**src/rtl/branch_resolve_unit_if.sv**
```systemverilog
// Branch request / next-PC handshake bundle between decode-fetch and branch_resolve_unit.
// master = decode/fetch side, slave = branch_resolve_unit.
interface branch_resolve_unit_if #(
  parameter int DATA_W = 16
);
  logic              br_valid;
  logic              br_ready;
  logic [1:0]        br_op;
  logic [DATA_W-1:0] br_target;
  logic [DATA_W-1:0] pc_next_seq;
  logic              npc_valid;
  logic              npc_ready;
  logic [DATA_W-1:0] npc;
  logic              npc_taken;

  modport master (
    output br_valid, br_op, br_target, pc_next_seq, npc_ready,
    input  br_ready, npc_valid, npc, npc_taken
  );

  modport slave (
    input  br_valid, br_op, br_target, pc_next_seq, npc_ready,
    output br_ready, npc_valid, npc, npc_taken
  );
endinterface

```
**src/rtl/branch_resolve_unit.sv**
```systemverilog
// Accumulator/flag register stage plus conditional branch resolver with flag scoreboard stall.
// Optional macro BR_TAKEN_COUNT_EN adds a saturating taken-branch counter output br_taken_cnt.
module branch_resolve_unit #(
  parameter int DATA_W   = 16,
  parameter int WAIT_MAX = 15
) (
  input  logic                 clk,
  input  logic                 rst_n,
  input  logic [DATA_W-1:0]    alu_o,
  input  logic                 alu_z,
  input  logic [DATA_W-1:0]    alu_g,
  input  logic                 res_valid,
  input  logic                 acc_we,
  input  logic                 flags_we,
  input  logic                 flag_pend_set,
  branch_resolve_unit_if.slave br,
  output logic [DATA_W-1:0]    acc,
  output logic                 flag_z,
  output logic                 flag_g,
  output logic                 wait_timeout
`ifdef BR_TAKEN_COUNT_EN
  ,
  output logic [15:0]          br_taken_cnt
`endif
);

  localparam int CNT_W = (WAIT_MAX < 2) ? 1 : $clog2(WAIT_MAX + 1);
  localparam logic [CNT_W-1:0] CNT_LAST = CNT_W'(WAIT_MAX - 1);

  localparam logic [1:0] OP_BEQ = 2'd0;
  localparam logic [1:0] OP_BNE = 2'd1;
  localparam logic [1:0] OP_BGT = 2'd2;
  localparam logic [1:0] OP_JMP = 2'd3;

  typedef enum logic [1:0] {
    S_IDLE = 2'd0,
    S_WAIT = 2'd1,
    S_DONE = 2'd2
  } state_t;

  state_t            state_q, state_d;
  logic [1:0]        op_q, op_d;
  logic [DATA_W-1:0] target_q, target_d;
  logic [DATA_W-1:0] seq_q, seq_d;
  logic [DATA_W-1:0] npc_q, npc_d;
  logic              taken_q, taken_d;
  logic [CNT_W-1:0]  cnt_q, cnt_d;
  logic              timeout_q, timeout_d;
  logic [DATA_W-1:0] acc_q;
  logic              flagZ_q, flagG_q;
  logic              sb_q;

  logic flagWr;
  logic effZ;
  logic effG;
  logic accept;

  function automatic logic evalTaken(input logic [1:0] op, input logic z, input logic g);
    case (op)
      OP_BEQ:  evalTaken = z;
      OP_BNE:  evalTaken = ~z;
      OP_BGT:  evalTaken = g;
      default: evalTaken = 1'b1;
    endcase
  endfunction

  // A flag write in the current cycle is forwarded so a branch never waits on data already on the bus.
  assign flagWr = res_valid & flags_we;
  assign effZ   = flagWr ? alu_z    : flagZ_q;
  assign effG   = flagWr ? alu_g[0] : flagG_q;
  assign accept = br.br_valid & (state_q == S_IDLE);

  always_ff @(posedge clk or negedge rst_n) begin
    if (!rst_n) begin
      acc_q   <= '0;
      flagZ_q <= 1'b0;
      flagG_q <= 1'b0;
      sb_q    <= 1'b0;
    end else begin
      if (res_valid && acc_we) acc_q <= alu_o;
      if (flagWr) begin
        flagZ_q <= alu_z;
        flagG_q <= alu_g[0];
      end
      // A same-cycle write retires the older producer, so a new pending set wins.
      if (flag_pend_set)  sb_q <= 1'b1;
      else if (flagWr)    sb_q <= 1'b0;
    end
  end

  always_ff @(posedge clk or negedge rst_n) begin
    if (!rst_n) begin
      state_q   <= S_IDLE;
      op_q      <= OP_BEQ;
      target_q  <= '0;
      seq_q     <= '0;
      npc_q     <= '0;
      taken_q   <= 1'b0;
      cnt_q     <= '0;
      timeout_q <= 1'b0;
    end else begin
      state_q   <= state_d;
      op_q      <= op_d;
      target_q  <= target_d;
      seq_q     <= seq_d;
      npc_q     <= npc_d;
      taken_q   <= taken_d;
      cnt_q     <= cnt_d;
      timeout_q <= timeout_d;
    end
  end

  always_comb begin
    state_d   = state_q;
    op_d      = op_q;
    target_d  = target_q;
    seq_d     = seq_q;
    npc_d     = npc_q;
    taken_d   = taken_q;
    cnt_d     = cnt_q;
    timeout_d = timeout_q;
    case (state_q)
      S_IDLE: begin
        if (accept) begin
          op_d     = br.br_op;
          target_d = br.br_target;
          seq_d    = br.pc_next_seq;
          if ((br.br_op == OP_JMP) || !sb_q || flagWr) begin
            taken_d = evalTaken(br.br_op, effZ, effG);
            npc_d   = taken_d ? br.br_target : br.pc_next_seq;
            state_d = S_DONE;
          end else begin
            cnt_d   = '0;
            state_d = S_WAIT;
          end
        end
      end
      S_WAIT: begin
        cnt_d = cnt_q + CNT_W'(1);
        if (flagWr) begin
          taken_d = evalTaken(op_q, effZ, effG);
          npc_d   = taken_d ? target_q : seq_q;
          state_d = S_DONE;
        end else if (cnt_q == CNT_LAST) begin
          timeout_d = 1'b1;
          taken_d   = 1'b0;
          npc_d     = seq_q;
          state_d   = S_DONE;
        end
      end
      S_DONE: begin
        if (br.npc_ready) state_d = S_IDLE;
      end
      default: state_d = S_IDLE;
    endcase
  end

  // br_ready is gated by rst_n so it reads low for the whole reset pulse.
  always_comb begin
    br.br_ready  = rst_n && (state_q == S_IDLE);
    br.npc_valid = (state_q == S_DONE);
    br.npc       = npc_q;
    br.npc_taken = taken_q;
    acc          = acc_q;
    flag_z       = flagZ_q;
    flag_g       = flagG_q;
    wait_timeout = timeout_q;
  end

`ifdef BR_TAKEN_COUNT_EN
  logic [15:0] takenCnt_q;

  always_ff @(posedge clk or negedge rst_n) begin
    if (!rst_n) begin
      takenCnt_q <= '0;
    end else if ((state_q == S_DONE) && br.npc_ready && taken_q && (takenCnt_q != 16'hFFFF)) begin
      takenCnt_q <= takenCnt_q + 16'd1;
    end
  end

  assign br_taken_cnt = takenCnt_q;
`endif

endmodule

```
**src/flat_wrapper.sv**
```systemverilog
// flat-port wrapper written by rule: the top's interface ports become plain ports
module branch_resolve_unit_flat 
#(
  parameter int DATA_W   = 16,
  parameter int WAIT_MAX = 15
)
  (clk, rst_n, alu_o, alu_z, alu_g, res_valid, acc_we, flags_we, flag_pend_set, acc, flag_z, flag_g, wait_timeout, br_br_valid, br_br_op, br_br_target, br_pc_next_seq, br_npc_ready, br_br_ready, br_npc_valid, br_npc, br_npc_taken);
  branch_resolve_unit_if #(.DATA_W(DATA_W)) br_i ();
  input  logic clk;
  input  logic rst_n;
  input  logic [DATA_W-1:0] alu_o;
  input  logic alu_z;
  input  logic [DATA_W-1:0] alu_g;
  input  logic res_valid;
  input  logic acc_we;
  input  logic flags_we;
  input  logic flag_pend_set;
  output logic [DATA_W-1:0] acc;
  output logic flag_z;
  output logic flag_g;
  output logic wait_timeout;
  input wire logic [$bits(br_i.br_valid)-1:0] br_br_valid;
  input wire logic [$bits(br_i.br_op)-1:0] br_br_op;
  input wire logic [$bits(br_i.br_target)-1:0] br_br_target;
  input wire logic [$bits(br_i.pc_next_seq)-1:0] br_pc_next_seq;
  input wire logic [$bits(br_i.npc_ready)-1:0] br_npc_ready;
  output wire logic [$bits(br_i.br_ready)-1:0] br_br_ready;
  output wire logic [$bits(br_i.npc_valid)-1:0] br_npc_valid;
  output wire logic [$bits(br_i.npc)-1:0] br_npc;
  output wire logic [$bits(br_i.npc_taken)-1:0] br_npc_taken;
  assign br_i.br_valid = br_br_valid;
  assign br_i.br_op = br_br_op;
  assign br_i.br_target = br_br_target;
  assign br_i.pc_next_seq = br_pc_next_seq;
  assign br_i.npc_ready = br_npc_ready;
  assign br_br_ready = br_i.br_ready;
  assign br_npc_valid = br_i.npc_valid;
  assign br_npc = br_i.npc;
  assign br_npc_taken = br_i.npc_taken;
  branch_resolve_unit #(.DATA_W(DATA_W), .WAIT_MAX(WAIT_MAX)) u_core (.clk(clk), .rst_n(rst_n), .alu_o(alu_o), .alu_z(alu_z), .alu_g(alu_g), .res_valid(res_valid), .acc_we(acc_we), .flags_we(flags_we), .flag_pend_set(flag_pend_set), .br(br_i), .acc(acc), .flag_z(flag_z), .flag_g(flag_g), .wait_timeout(wait_timeout));
endmodule
```
**config.mk**
```make
export PLATFORM = sky130hd
export DESIGN_NAME = branch_resolve_unit_flat
export DESIGN_NICKNAME = d
export VERILOG_FILES = /design/src/rtl/branch_resolve_unit_if.sv /design/src/rtl/branch_resolve_unit.sv /design/src/flat_wrapper.sv
export SDC_FILE = /design/constraint.sdc
export NUM_CORES = 1
export LEC_CHECK = 0
export BUFFER_PORTS_ARGS = -buffer_cell sky130_fd_sc_hd__buf_2
export CORE_MARGIN = 2
export CORE_UTILIZATION = 30
export DETAILED_ROUTE_END_ITERATION = 10
export GPL_ROUTABILITY_DRIVEN = 1
export SLEW_MARGIN = 20
export SYNTH_ARGS = -nofsm -noshare
export SYNTH_HDL_FRONTEND = slang
export SYNTH_SLANG_ARGS = --single-unit
export TNS_END_PERCENT = 100
```
**constraint.sdc**
```tcl
create_clock -name clk -period 2.5 [get_ports clk]
set_input_delay 0.125 -clock clk [delete_from_list [all_inputs] [get_ports clk]]
set_output_delay 0.125 -clock clk [all_outputs]
set_load 0.01 [all_outputs]
```
**After elaboration in Yosys (flattened, before gate mapping)**

Index checks and enable logic that the tools add are counted.
Widths: inputs -> output; s select.

- Register bits after elaboration: 77
- Output and inout port bits: 38
- Logic and storage cells: 77
- Bits of input ports: 75

- Reductions and logical operators: 15
- Add/sub/neg operators: 1
- Bitwise logic cells: 4
- Multiplexer cells: 32
- Eq/ne operators: 13

Operators with widths:

| kind | number |
|---|---|
| $mux 16 | 6 |
| $pmux 16 s2 | 1 |
| $mux 1 | 13 |
| $mux 2 | 5 |
| $reduce_and 3->1 | 3 |
| $eq 2x2->1 const B | 4 |
| $mux 4 | 2 |
| $pmux 4 s2 | 1 |
| $eq 2x1->1 const B | 3 |
| $logic_not 2->1 | 3 |
| $ne 2x2->1 const B | 3 |
| $pmux 1 s3 | 2 |
| $pmux 2 s3 | 1 |
| $add 4x1->4 const B | 1 |
| $eq 4x4->1 const B | 1 |
| $reduce_and 4->1 | 1 |
| $reduce_bool 2->1 | 2 |
| $ne 3x1->1 const B | 1 |
| $and 1x1->1 | 2 |
| $logic_and 1x1->1 | 2 |
| $logic_or 1x1->1 | 2 |
| $ne 2x1->1 const B | 1 |
| $not 1->1 | 2 |
| $pmux 1 s2 | 1 |
| other kinds (2) | 2 |

**Logic depth before layout (Yosys ltp)**

Gate-level depths: netlist of run 1.

- Word-level depth: 11
- Gate-level depth with buffers: 8
- Gate-level depth less buffers: 7

**Least setup slack after synthesis of run 1**

Ideal clock, no wire load.

- Path kind: register -> register
- Start: reg u_core.op_q[0]
- End: reg u_core.npc_q[10], in the netlist u_core.br.npc[10]
- Library setup time: 0.121 ns
- Clock period less this slack: 1.834 ns
- Slack: 0.666 ns
- Data required time: 2.379 ns
- Data arrival time: 1.713 ns
- Cell stages (with the launch flop): 8
- Path buffers: 2
- Cells stage by stage: dfrtp_1 or3b_2 o2111ai_1 buf_4 buf_6 mux2i_1 a21oi_1 a22o_1

- Cells in the longest elaborated chain, start to end: 7
- Elaborated cells between the ends (all ways): 9
- Those cells by class: eq/ne (2); mux (6); reduce/logical (1)

Ends and longest elaborated chain:

| item | line | RTL |
|---|---|---|
| start: declaration | branch_resolve_unit.sv:42 | `logic [1:0] op_q, op_d;` |
| start signal: assignment | branch_resolve_unit.sv:103 | `op_q <= op_d;` |
| $eq 2x2->1, or another cell as far along | branch_resolve_unit.sv:59 | `case (op)` |
| $pmux 1 s3 * | branch_resolve_unit.sv:59 |  |
| $mux 1 * | branch_resolve_unit.sv:140 | `if (flagWr) begin` |
| $mux 1 * | branch_resolve_unit.sv:122 | `case (state_q)` |
| $mux 16 * | branch_resolve_unit.sv:142 | `npc_d = taken_d ? target_q : seq_q;` |
| $mux 16 * | branch_resolve_unit.sv:140 |  |
| $pmux 16 s2 * | branch_resolve_unit.sv:122 |  |
| end signal: assignment | branch_resolve_unit.sv:106 | `npc_q <= npc_d;` |
| end: declaration | branch_resolve_unit.sv:45 | `logic [DATA_W-1:0] npc_q, npc_d;` |

Mark *: on every way between the ends. The rest lies on a longest branch, timed or not. The select of a mux whose other input is x is not followed.
A chain may end at the register's enable or synchronous reset.

**Worst setup path after layout of run 1**

- Start: reg u_core.op_q[0]
- End: reg u_core.npc_q[1], in the netlist u_core.br.npc[1]

The elaborated chain is that of the path after synthesis.

==> results of run 1 <==
==> layout by cell type (no fill, tap or decap), types with 5 or more instances in the layout <==
| cell type | synthesis | layout |
|---|---|---|
| buf_4 | 1 | 13 |
| a32oi_1 | 16 | 16 |
| clkbuf_16 | 0 | 9 |
| nand3_1 | 19 | 19 |
| clkbuf_8 | 0 | 5 |
| dfrtp_1 | 77 | 77 |
| a21oi_1 | 18 | 18 |
| o32a_1 | 16 | 16 |
| mux2_2 | 51 | 51 |
| mux2i_1 | 16 | 16 |
| a22o_1 | 18 | 18 |
| o21ai_0 | 5 | 5 |
| nand2_1 | 25 | 25 |
| inv_1 | 23 | 23 |
| buf_2 | 5 | 96 |
==> registers in the layout, summed over array words and instances (netlist names), 2 cells and up <==
| register | cells |
|---|---|
| u_core.seq_q | 16 |
| u_core.op_q | 2 |
| u_core.state_q | 2 |
| u_core.acc | 16 |
| u_core.target_q | 16 |
| u_core.cnt_q | 4 |
| u_core.br.npc | 16 |
==> final timing paths <==
check	from	cells past startpoint	endpoint	slack (ps)
max	u_core.op_q[0]	6	u_core.br.npc[1]	340
min in group asynchronous	rst_n	2	u_core.br.npc[11]	350
min reg2reg	u_core.wait_timeout	1	u_core.wait_timeout	480
min	alu_o[7]	2	u_core.acc[7]	10
max reg2reg	u_core.op_q[0]	6	u_core.br.npc[1]	340
max in group asynchronous	rst_n	3	u_core.target_q[0]	1290
==> cell type report <==
class | instances | area share
Clock buffer | 14 | 0.0596
Multi-Input combinational cell | 214 | 0.359
Tap cell | 172 | 0.0436
Timing Repair Buffer | 111 | 0.121
Clock inverter | 2 | 0.00761
Sequential cell | 77 | 0.391
Inverter | 24 | 0.0183
==> stage by stage <==
stage	total power [uW]	utilization	hold slack, ps
floorplan	3230	-	-171
detailed placement	3820	0.361	187
global route	5570	0.389	4.42
finish	5200	0.389	14.9
CTS	5270	0.389	0.260
global placement	3750	0.361	180
==> routing by layer <==
layer | share of wire | vias to the layer above
met4 | 0.014 | 0
met3 | 0.068 | 18
met1 | 0.43 | 1577
met5 | 0 | -
met2 | 0.49 | 108
li1 | - | 1461
==> cell usage after synthesis (2+ instances only) <==
| cell | n |
|---|---|
| a22o_1 | 18 |
| a21oi_1 | 18 |
| mux2_2 | 51 |
| buf_2 | 5 |
| nand3_1 | 19 |
| o32a_1 | 16 |
| mux4_2 | 2 |
| nor2b_1 | 2 |
| nand2_1 | 25 |
| inv_1 | 23 |
| dfrtp_1 | 77 |
| buf_6 | 4 |
| mux2i_1 | 16 |
| o21ai_0 | 5 |
| nor2_1 | 2 |
| a31oi_1 | 2 |
| ha_1 | 2 |
| a21o_1 | 2 |
| or2_2 | 2 |
| clkbuf_1 | 17 |
| a32oi_1 | 16 |
==> power groups by stage <==
| stage | logic [uW] | clock network (uW) | registers [uW] |
|---|---|---|---|
| final | 1710 | 1410 | 2070 |
| after floorplan | 1170 | 0 | 2060 |
| after detailed placement | 1730 | 0 | 2090 |
| after global placement | 1680 | 0 | 2070 |
| after CTS | 1740 | 1460 | 2070 |
| after global routing | 1900 | 1530 | 2140 |
==> cells by family (layout without fill, tap and decap cells) <==
group | after synthesis | count (layout) | share of synthesized area
buffers and inverters | 51 | 151 | 0.0592
XOR/XNOR | 1 | 1 | 0.00224
adder cells (fa/ha/maj) | 2 | 2 | 0.00640
multiplexers | 69 | 69 | 0.199
AND/OR/NAND/NOR | 57 | 57 | 0.0695
AO/OA/AOI/OAI | 85 | 85 | 0.170
flip-flops | 77 | 77 | 0.493
==> worst max-delay path, cell delays in order, from the launching register on <==
cell       delay, ps
dfrtp_1          400
xor2_1           160
o2111ai_2        680
buf_4            310
mux2i_1          200
a21oi_1           80
a22o_1           220
==> metrics.yaml, run 1 <==
run_status:
  outcome: "completed"
power:
  netSwitchingPower_uw: 1640
  netSwitchingFraction: 0.316
  pwr-share-seq: 0.398
  comb_power_share: 0.330
  vdd.ir_drop.worst_v: 0.000565
  clkPwrFrac: 0.272
  internal_power_uw: 3550
  powerDensity_nw_per_um2: 1050
  leakagePower_uw: 0.00239
clock_tree:
  numCtsBuffers: 9
  clk_pin_slew_worst_paths_ps: 60
  cts_tree: "yes"
  cts_setup_buffers: 0
  cts-resized-gates: 0
  clockBufferDepth: 2
  htreeDepth: 3
  clock-root-buffer: "clkbuf_16"
  clk_latency_ps: 340
  cts_hold_buf: 2
  cts.sinks: 77
place:
  port_buffers: 97
  dpl_worst_slack_ps: 357
  post_dp_cell_area_um2: 4580
  place_hpwl_um: 6700
  gp_congestion: 0.771
  placed_cells: 596
route:
  drt_iter0_markers: 253
  via_count: 3164
  ant_nets: 0
  drc_errors: 0
  wl_um: 10100
  wl_per_cell_um: 16.5
  drt_first_pass_iters: 4
  viasPerCell: 5.15
logic_synthesis:
  synth_edf_count: 0
  synth_seq_cells: 77
  synth_cell_types: 39
  synthArstFlopShare: 1.00
  yosysSeqAreaShare: 0.493
  netlist_instances: 342
  ys.warnings.count: 0
  syn_avg_cell_area_um2: 11.4
  synthTopCellsByArea: "dfrtp_1 (49%), mux2_2 (15%), mux2i_1 (4.1%), o32a_1 (4.1%), a22o_1 (4.0%)"
  synth_flop_cell: "dfrtp_1"
  synth_top_area_frac: 0.493
  netlist_area_um2: 3910
  syn_nets: 419
  synth.largest_area_cell: "dfrtp_1"
floorplan:
  fp.dieW_um: 118
  core_area_um2: 12700
  placementRows: 41
  die_y_um: 118
  die_area_um2: 14000
  start_util: 0.308
  pin_count: 113
grt:
  grt_max_degree: 48
  antenna_found_initial: 0
  grt-ovfl-total: 0
  met2_usage: 0.248
  grt_first_pass_wirelength_um: 16700
  use_met3: 0.0550
  track_usage: 0.153
  use_met1: 0.190
  grt_pass1_vias: 3250
  top_usage_layer: "met2"
finish:
  design_area_um2: 4930
  nFillCells: 1279
  fin_nets: 514
  seqCellArea_um2: 1930
  drive_gt1_frac: 0.419
  fin_cells: 614
  antennaDiodeCount: 0
  areaGrowthSynthToFinish_pct: 26.2
  multi_input_area_um2: 1770
timing:
  hold_viol_final: 0
  rsz0062_at_grt: "false"
  fin_setup_tns_ps: 0
  fmax_ghz: 0.462
  setup_viol: 0
  maxSlewViolCount: 0
  clock_skew_ps: 5.53
  tightest_slew_ps: 849
  relSlewSlack: 0.434
  setup_ws_ps: 337
  period_share: 0.865
  min_period_ps: 2160
worst_setup_path:
  worstPathRequired_ps: 2730
  crit_arrival_ps: 2390
  endpoint_kind: "flip-flop"
  start_kind: "flip-flop"
  critPathKind: "flip-flop to flip-flop"
  cp_max_fo: 10
flow_run:
  drv_cap: 0
min_path:
  hold_path_class: "input pin to flip-flop"
Power figures use the tool's default switching activity.
==> run 2, diff against run 1 <==
--- a/config.mk
+++ b/config.mk
@@ -7,10 +7,11 @@
 export LEC_CHECK = 0
 export BUFFER_PORTS_ARGS = -buffer_cell sky130_fd_sc_hd__buf_2
 export CORE_MARGIN = 2
-export CORE_UTILIZATION = 30
+export CORE_UTILIZATION = 45
 export DETAILED_ROUTE_END_ITERATION = 10
 export GPL_ROUTABILITY_DRIVEN = 1
-export SLEW_MARGIN = 20
+export PLACE_DENSITY = 0.71
+export SLEW_MARGIN = 40
 export SYNTH_ARGS = -nofsm -noshare
 export SYNTH_HDL_FRONTEND = slang
 export SYNTH_SLANG_ARGS = --single-unit
==> metrics.yaml, run 2 (synthesized netlist as in run 1, its figures left out) <==
run_status:
  outcome: "completed"
timing:
  hold_viol_final: 0  # unchanged
  relSlewSlack: 0.529  # +0.0949
  tightest_slew_ps: 707  # -142 ps
  clock_skew_ps: 12.2  # +6.66 ps
  fmax_ghz: 0.511  # +11%
  min_period_ps: 1960  # -208 ps
  fin_setup_tns_ps: 0  # unchanged
  setup_viol: 0  # unchanged
  period_share: 0.782  # -0.0830
  rsz0062_at_grt: "false"
  maxSlewViolCount: 0  # unchanged
power:
  leakagePower_uw: 0.00238  # -0.73%
  pwr-share-seq: 0.430  # +0.032
  internal_power_uw: 3210  # -9.7%
  comb_power_share: 0.358  # +0.028
  vdd.ir_drop.worst_v: 0.000469  # -17%
  powerDensity_nw_per_um2: 995  # -5.5%
  netSwitchingFraction: 0.331  # +0.0148
  clkPwrFrac: 0.213  # -0.059
  netSwitchingPower_uw: 1590  # -3.3%
place:
  place_hpwl_um: 6310  # -5.8%
  port_buffers: 97  # unchanged
  gp_congestion: 0.801  # +3.9%
  placed_cells: 530  # -11%
route:
  viasPerCell: 5.58  # +8.3%
  drt_first_pass_iters: 4  # unchanged
  drc_errors: 0  # unchanged
  wl_um: 9370  # -7.5%
  ant_nets: 0  # unchanged
  drt_iter0_markers: 170  # -33%
  via_count: 3114  # -1.6%
  wl_per_cell_um: 16.8  # +1.8%
finish:
  nFillCells: 755  # -41%
  fin_nets: 522  # +1.6%
  areaGrowthSynthToFinish_pct: 23.3
  antennaDiodeCount: 0  # unchanged
  mostFrequentLayoutCell: "buf_2"
  fin_cells: 558  # -9.1%
  final_cell_mix: "buf_2 (96), dfrtp_1 (77), mux2_2 (51), nand2_1 (25), inv_1 (23)"
  drive_gt1_frac: 0.404  # -0.0141
clock_tree:
  cts_setup_buffers: 0  # unchanged
  clock-root-buffer: "clkbuf_8"
  cts_tree: "yes"
  clk_latency_ps: 340  # about the same
  cts-resized-gates: 0  # unchanged
  cts_hold_buf: 6  # +4
  clk_pin_slew_worst_paths_ps: 80  # +20 ps
  htreeDepth: 3  # unchanged
  numCtsBuffers: 9  # unchanged
  clockBufferDepth: 2  # unchanged
  cts.sinks: 77  # unchanged
floorplan:
  fp.dieW_um: 97.2  # -18%
  die_y_um: 97.2  # -18%
  core_area_um2: 8550  # -33%
  placementRows: 34  # -17%
  start_util: 0.457  # +0.149
  die_area_um2: 9450  # -32%
  pin_count: 113  # unchanged
flow_run:
  drv_cap: 0  # unchanged
grt:
  track_usage: 0.200  # +0.0472
  antenna_found_initial: 0  # unchanged
  grt_max_degree: 49  # +2.1%
  grt_pass1_vias: 3113  # -4.2%
  grt_first_pass_wirelength_um: 15200  # -8.9%
  grt-ovfl-total: 0  # unchanged
worst_setup_path:
  start_kind: "flip-flop"
  worstPathRequired_ps: 2730  # about the same
  crit_arrival_ps: 2190  # -200 ps
  critPathKind: "flip-flop to flip-flop"
  cp_max_fo: 17  # +7
  endpoint_kind: "flip-flop"
min_path:
  hold_path_class: "input pin to flip-flop"
run 2: cell count changes in the layout (fill, tap and decap cells not counted), sizes merged:
cell	before	now
bufinv	1	2
buf	109	107
clkbuf	14	10
clkinvlp	1	0
clkinv	1	5
dlygate4sd3	2	12
run 2: power by group through the flow:
stage               combinational, uW  sequential, uW  clock (uW)
CTS                              1730            2060        1040
floorplan                        1170            2060           0
global route                     1890            2120        1110
finish                           1720            2060        1020
detailed placement               1710            2080           0
global placement                 1650            2050           0
run 2: layout make-up:
class                           count  area (um^2)  area share
Inverter                           24         90.1      0.0187
Clock buffer                       10          128      0.0265
Sequential cell                    77         1930       0.400
Clock inverter                      6         87.6      0.0182
Multi-Input combinational cell    214         1770       0.367
Tap cell                          108          135      0.0280
Timing Repair Buffer              119          683       0.142
run 2: per-stage QoR:
step | total power [uW] | setup slack [ps] | hold WS (ps) | util | area (um^2)
2_1_floorplan | 3230 | 666 | -171 | - | 3910
5_1_grt | 5120 | 433 | 0.711 | 0.564 | 4820
3_3_place_gp | 3710 | 563 | 76.0 | 0.524 | 4480
4_1_cts | 4830 | 542 | 0.219 | 0.556 | 4760
3_5_place_dp | 3790 | 555 | 80.9 | 0.524 | 4480
6_report | 4800 | 545 | 13.6 | 0.564 | 4820
run 2: worst paths after layout:
check                                    start                   to  slack (ps)  depth (start not counted)
max in group asynchronous                rst_n   u_core.target_q[0]        1300                          3
min reg2reg                u_core.wait_timeout  u_core.wait_timeout         480                          1
min in group asynchronous                rst_n    u_core.br.npc[10]         240                          2
min                                   alu_o[8]        u_core.acc[8]          10                          2
max reg2reg                     u_core.op_q[0]    u_core.br.npc[11]         540                          6
max                             u_core.op_q[0]    u_core.br.npc[11]         540                          6
run 2: critical path, stage by stage, from the launching register on:
cell	delay, ps
dfrtp_1	410
or3b_2	460
o2111ai_2	100
buf_4	340
mux2i_1	250
a21oi_1	90
a22o_1	200
run 2: routing by layer:
| layer | routed length (um) | track usage | vias to the layer above | share of wire |
|---|---|---|---|---|
| met5 | 0 | 0 | - | 0 |
| met4 | 57 | 0.0520 | 0 | 0.0061 |
| met3 | 437 | 0.0410 | 4 | 0.047 |
| met2 | 4700 | 0.338 | 77 | 0.50 |
| met1 | 4170 | 0.266 | 1551 | 0.45 |
| li1 | - | - | 1482 | - |
==> run 3, diff against run 2 <==
==> constraint.sdc (replaced) <==
create_clock -name clk -period 1.9 [get_ports clk]
set_input_delay 0.095 -clock clk [delete_from_list [all_inputs] [get_ports clk]]
set_output_delay 0.095 -clock clk [all_outputs]
set_load 0.01 [all_outputs]
==> metrics.yaml, run 3 (synthesized netlist as in run 1, its figures left out) <==
power:
  vdd.ir_drop.worst_v: 0.000511  # +9.0%
  internal_power_uw: 4500  # +40%
  powerDensity_nw_per_um2: 1300  # +30%
  leakagePower_uw: 0.00252  # +6.2%
  clkPwrFrac: 0.222  # +0.009
  netSwitchingFraction: 0.325  # -0.00583
  pwr-share-seq: 0.407  # -0.023
  netSwitchingPower_uw: 2170  # +37%
  comb_power_share: 0.371  # +0.013
worst_setup_path:
  worstPathRequired_ps: 2140  # -590 ps
  slowest_delay_ps: 420  # -40 ps
  path_cells: "or3b_4 -> o2111ai_4 -> clkbuf_16 -> mux2i_1 -> a21oi_1 -> a22o_1"
  reg2reg_slack_ps: 130  # -420 ps
  r2r_cells: 6  # unchanged
  critPathKind: "flip-flop to flip-flop"
  r2r-start: "u_core.op_q[0]"
  crit_arrival_ps: 2020  # -170 ps
  endpoint_kind: "flip-flop"
  slowest_stage: "dfrtp_1"
  start_kind: "flip-flop"
  cp_max_fo: 8  # -9
  r2r_end: "u_core.br.npc[15]"
min_path:
  whs_path_depth: 2  # unchanged
  hold_start: "br_br_target[9]"
  holdPathEnd: "u_core.target_q[9]"
  hold_path_class: "input pin to flip-flop"
clock_tree:
  cts.sinks: 77  # unchanged
  htreeDepth: 3  # unchanged
  clock-root-buffer: "clkbuf_8"
  clk_pin_slew_worst_paths_ps: 90  # about the same
  numCtsBuffers: 9  # unchanged
  cts_tree: "yes"
  clockBufferDepth: 2  # unchanged
  clk_latency_ps: 360  # +20 ps
timing:
  rsz0062_at_grt: "false"
  setup_ws_ps: 126  # -418 ps
  setup_viol: 0  # unchanged
  period_share: 0.933  # +0.151
  maxSlewViolCount: 0  # unchanged
  tightest_slew_ps: 612  # -95.3 ps
  fin_setup_tns_ps: 0  # unchanged
  fmax_ghz: 0.564  # +10%
  whs_ps: 5.09  # -8.54 ps
  relSlewSlack: 0.591  # +0.0625
  min_period_ps: 1770  # -182 ps
  hold_viol_final: 0  # unchanged
  clock_skew_ps: 13.5  # +1.31 ps
grt:
  grt-ovfl-total: 0  # unchanged
  track_usage: 0.209  # +0.00836
  antenna_found_initial: 0  # unchanged
  grt_first_pass_wirelength_um: 15900  # +4.4%
  grt_pass1_vias: 3405  # +9.4%
  grt_max_degree: 78  # +59%
route:
  wl_per_cell_um: 17.1  # +1.9%
  drt_first_pass_iters: 4  # unchanged
  drt_iter0_markers: 150  # -12%
  via_count: 3285  # +5.5%
  wl_um: 9890  # +5.5%
  ant_nets: 0  # unchanged
  drc_errors: 0  # unchanged
  viasPerCell: 5.68  # +1.8%
place:
  place_hpwl_um: 6510  # +3.1%
  dpl_worst_slack_ps: 72.6  # -482 ps
  port_buffers: 97  # unchanged
  placed_cells: 537  # +1.3%
  gp_congestion: 0.752  # -6.1%
finish:
  drive_gt1_frac: 0.406  # +0.00194
  areaGrowthSynthToFinish_pct: 31.7
  antennaDiodeCount: 0  # unchanged
  final_cell_mix: "buf_2 (96), dfrtp_1 (77), mux2_2 (51), nand2_1 (25)"
  multi_input_area_um2: 1780  # +0.64%
  fin_cells: 578  # +3.6%
  seqCellArea_um2: 1930  # unchanged
  fin_nets: 543  # +4.0%
  nFillCells: 726  # -3.8%
  fin_util: 0.602  # +0.0383
  mostFrequentLayoutCell: "buf_2"
floorplan:
  start_util: 0.457  # unchanged
  die_y_um: 97.2  # unchanged
  die_area_um2: 9450  # unchanged
  core_area_um2: 8550  # unchanged
  placementRows: 34  # unchanged
  fp.dieW_um: 97.2  # unchanged
  pin_count: 113  # unchanged
run_status:
  outcome: "completed"
flow_run:
  drv_cap: 0  # unchanged
-- run 3: cell count changes in the layout (fill, tap and decap cells not counted), sizes merged --
cell and change:
clkbuf +1, bufinv +1, dlygate4sd3 +11, buf +8, clkinv -1
-- run 3: what timing repair did --
action	in CTS	in global routing
hold endpoints to repair	99	0
setup endpoints to repair	0	6
setup buffers	0	1
resized for setup	0	2
hold buffers	23	0
-- run 3: power groups by stage --
stage	clock network (uW)	registers, uW	logic, uW
floorplan	0	2710	1530
global placement	0	2710	2270
detailed placement	0	2740	2350
CTS	1500	2720	2390
global route	1560	2800	2690
finish	1480	2720	2470
-- run 3: critical path, delay by kind of cell, from the launching register on --
family | cells | cell delay, ps
flip-flops | 1 | 420
AO/OA/AOI/OAI | 3 | 410
AND/OR/NAND/NOR | 1 | 400
buffers and inverters | 1 | 240
multiplexers | 1 | 200
-- run 3: per-stage QoR --
stage | power, uW | cell area [um^2]
2_1_floorplan | 4250 | 3910
3_3_place_gp | 4980 | 4610
3_5_place_dp | 5090 | 4610
4_1_cts | 6610 | 5080
5_1_grt | 7060 | 5150
6_report | 6670 | 5150
-- run 3: worst max path at each step --
stage                         startpoint                 to  slack [ps]  cells after the start
after detailed placement  u_core.op_q[0]   u_core.br.npc[5]          70                      6
after global placement    u_core.op_q[0]   u_core.br.npc[5]         130                      6
after global routing       u_core.flag_z  u_core.br.npc[14]          50                      5
after floorplan           u_core.op_q[0]  u_core.br.npc[10]          70                      7
after CTS                 u_core.op_q[0]   u_core.br.npc[5]          80                      6
final                     u_core.op_q[0]  u_core.br.npc[15]         130                      6
-- run 3: routing by layer --
layer	track usage	vias up	wire length [um]
met5	0	-	0
li1	-	1511	-
met3	0.0367	19	433
met4	0.115	0	225
met1	0.259	1654	4220
met2	0.347	101	5010
-- run 3: final cells by class --
class                           instances  area share
Tap cell                              108      0.0263
Timing Repair Buffer                  140       0.190
Clock buffer                            9      0.0241
Multi-Input combinational cell        214       0.346
Sequential cell                        77       0.374
Clock inverter                          6      0.0219
Inverter                               24      0.0175
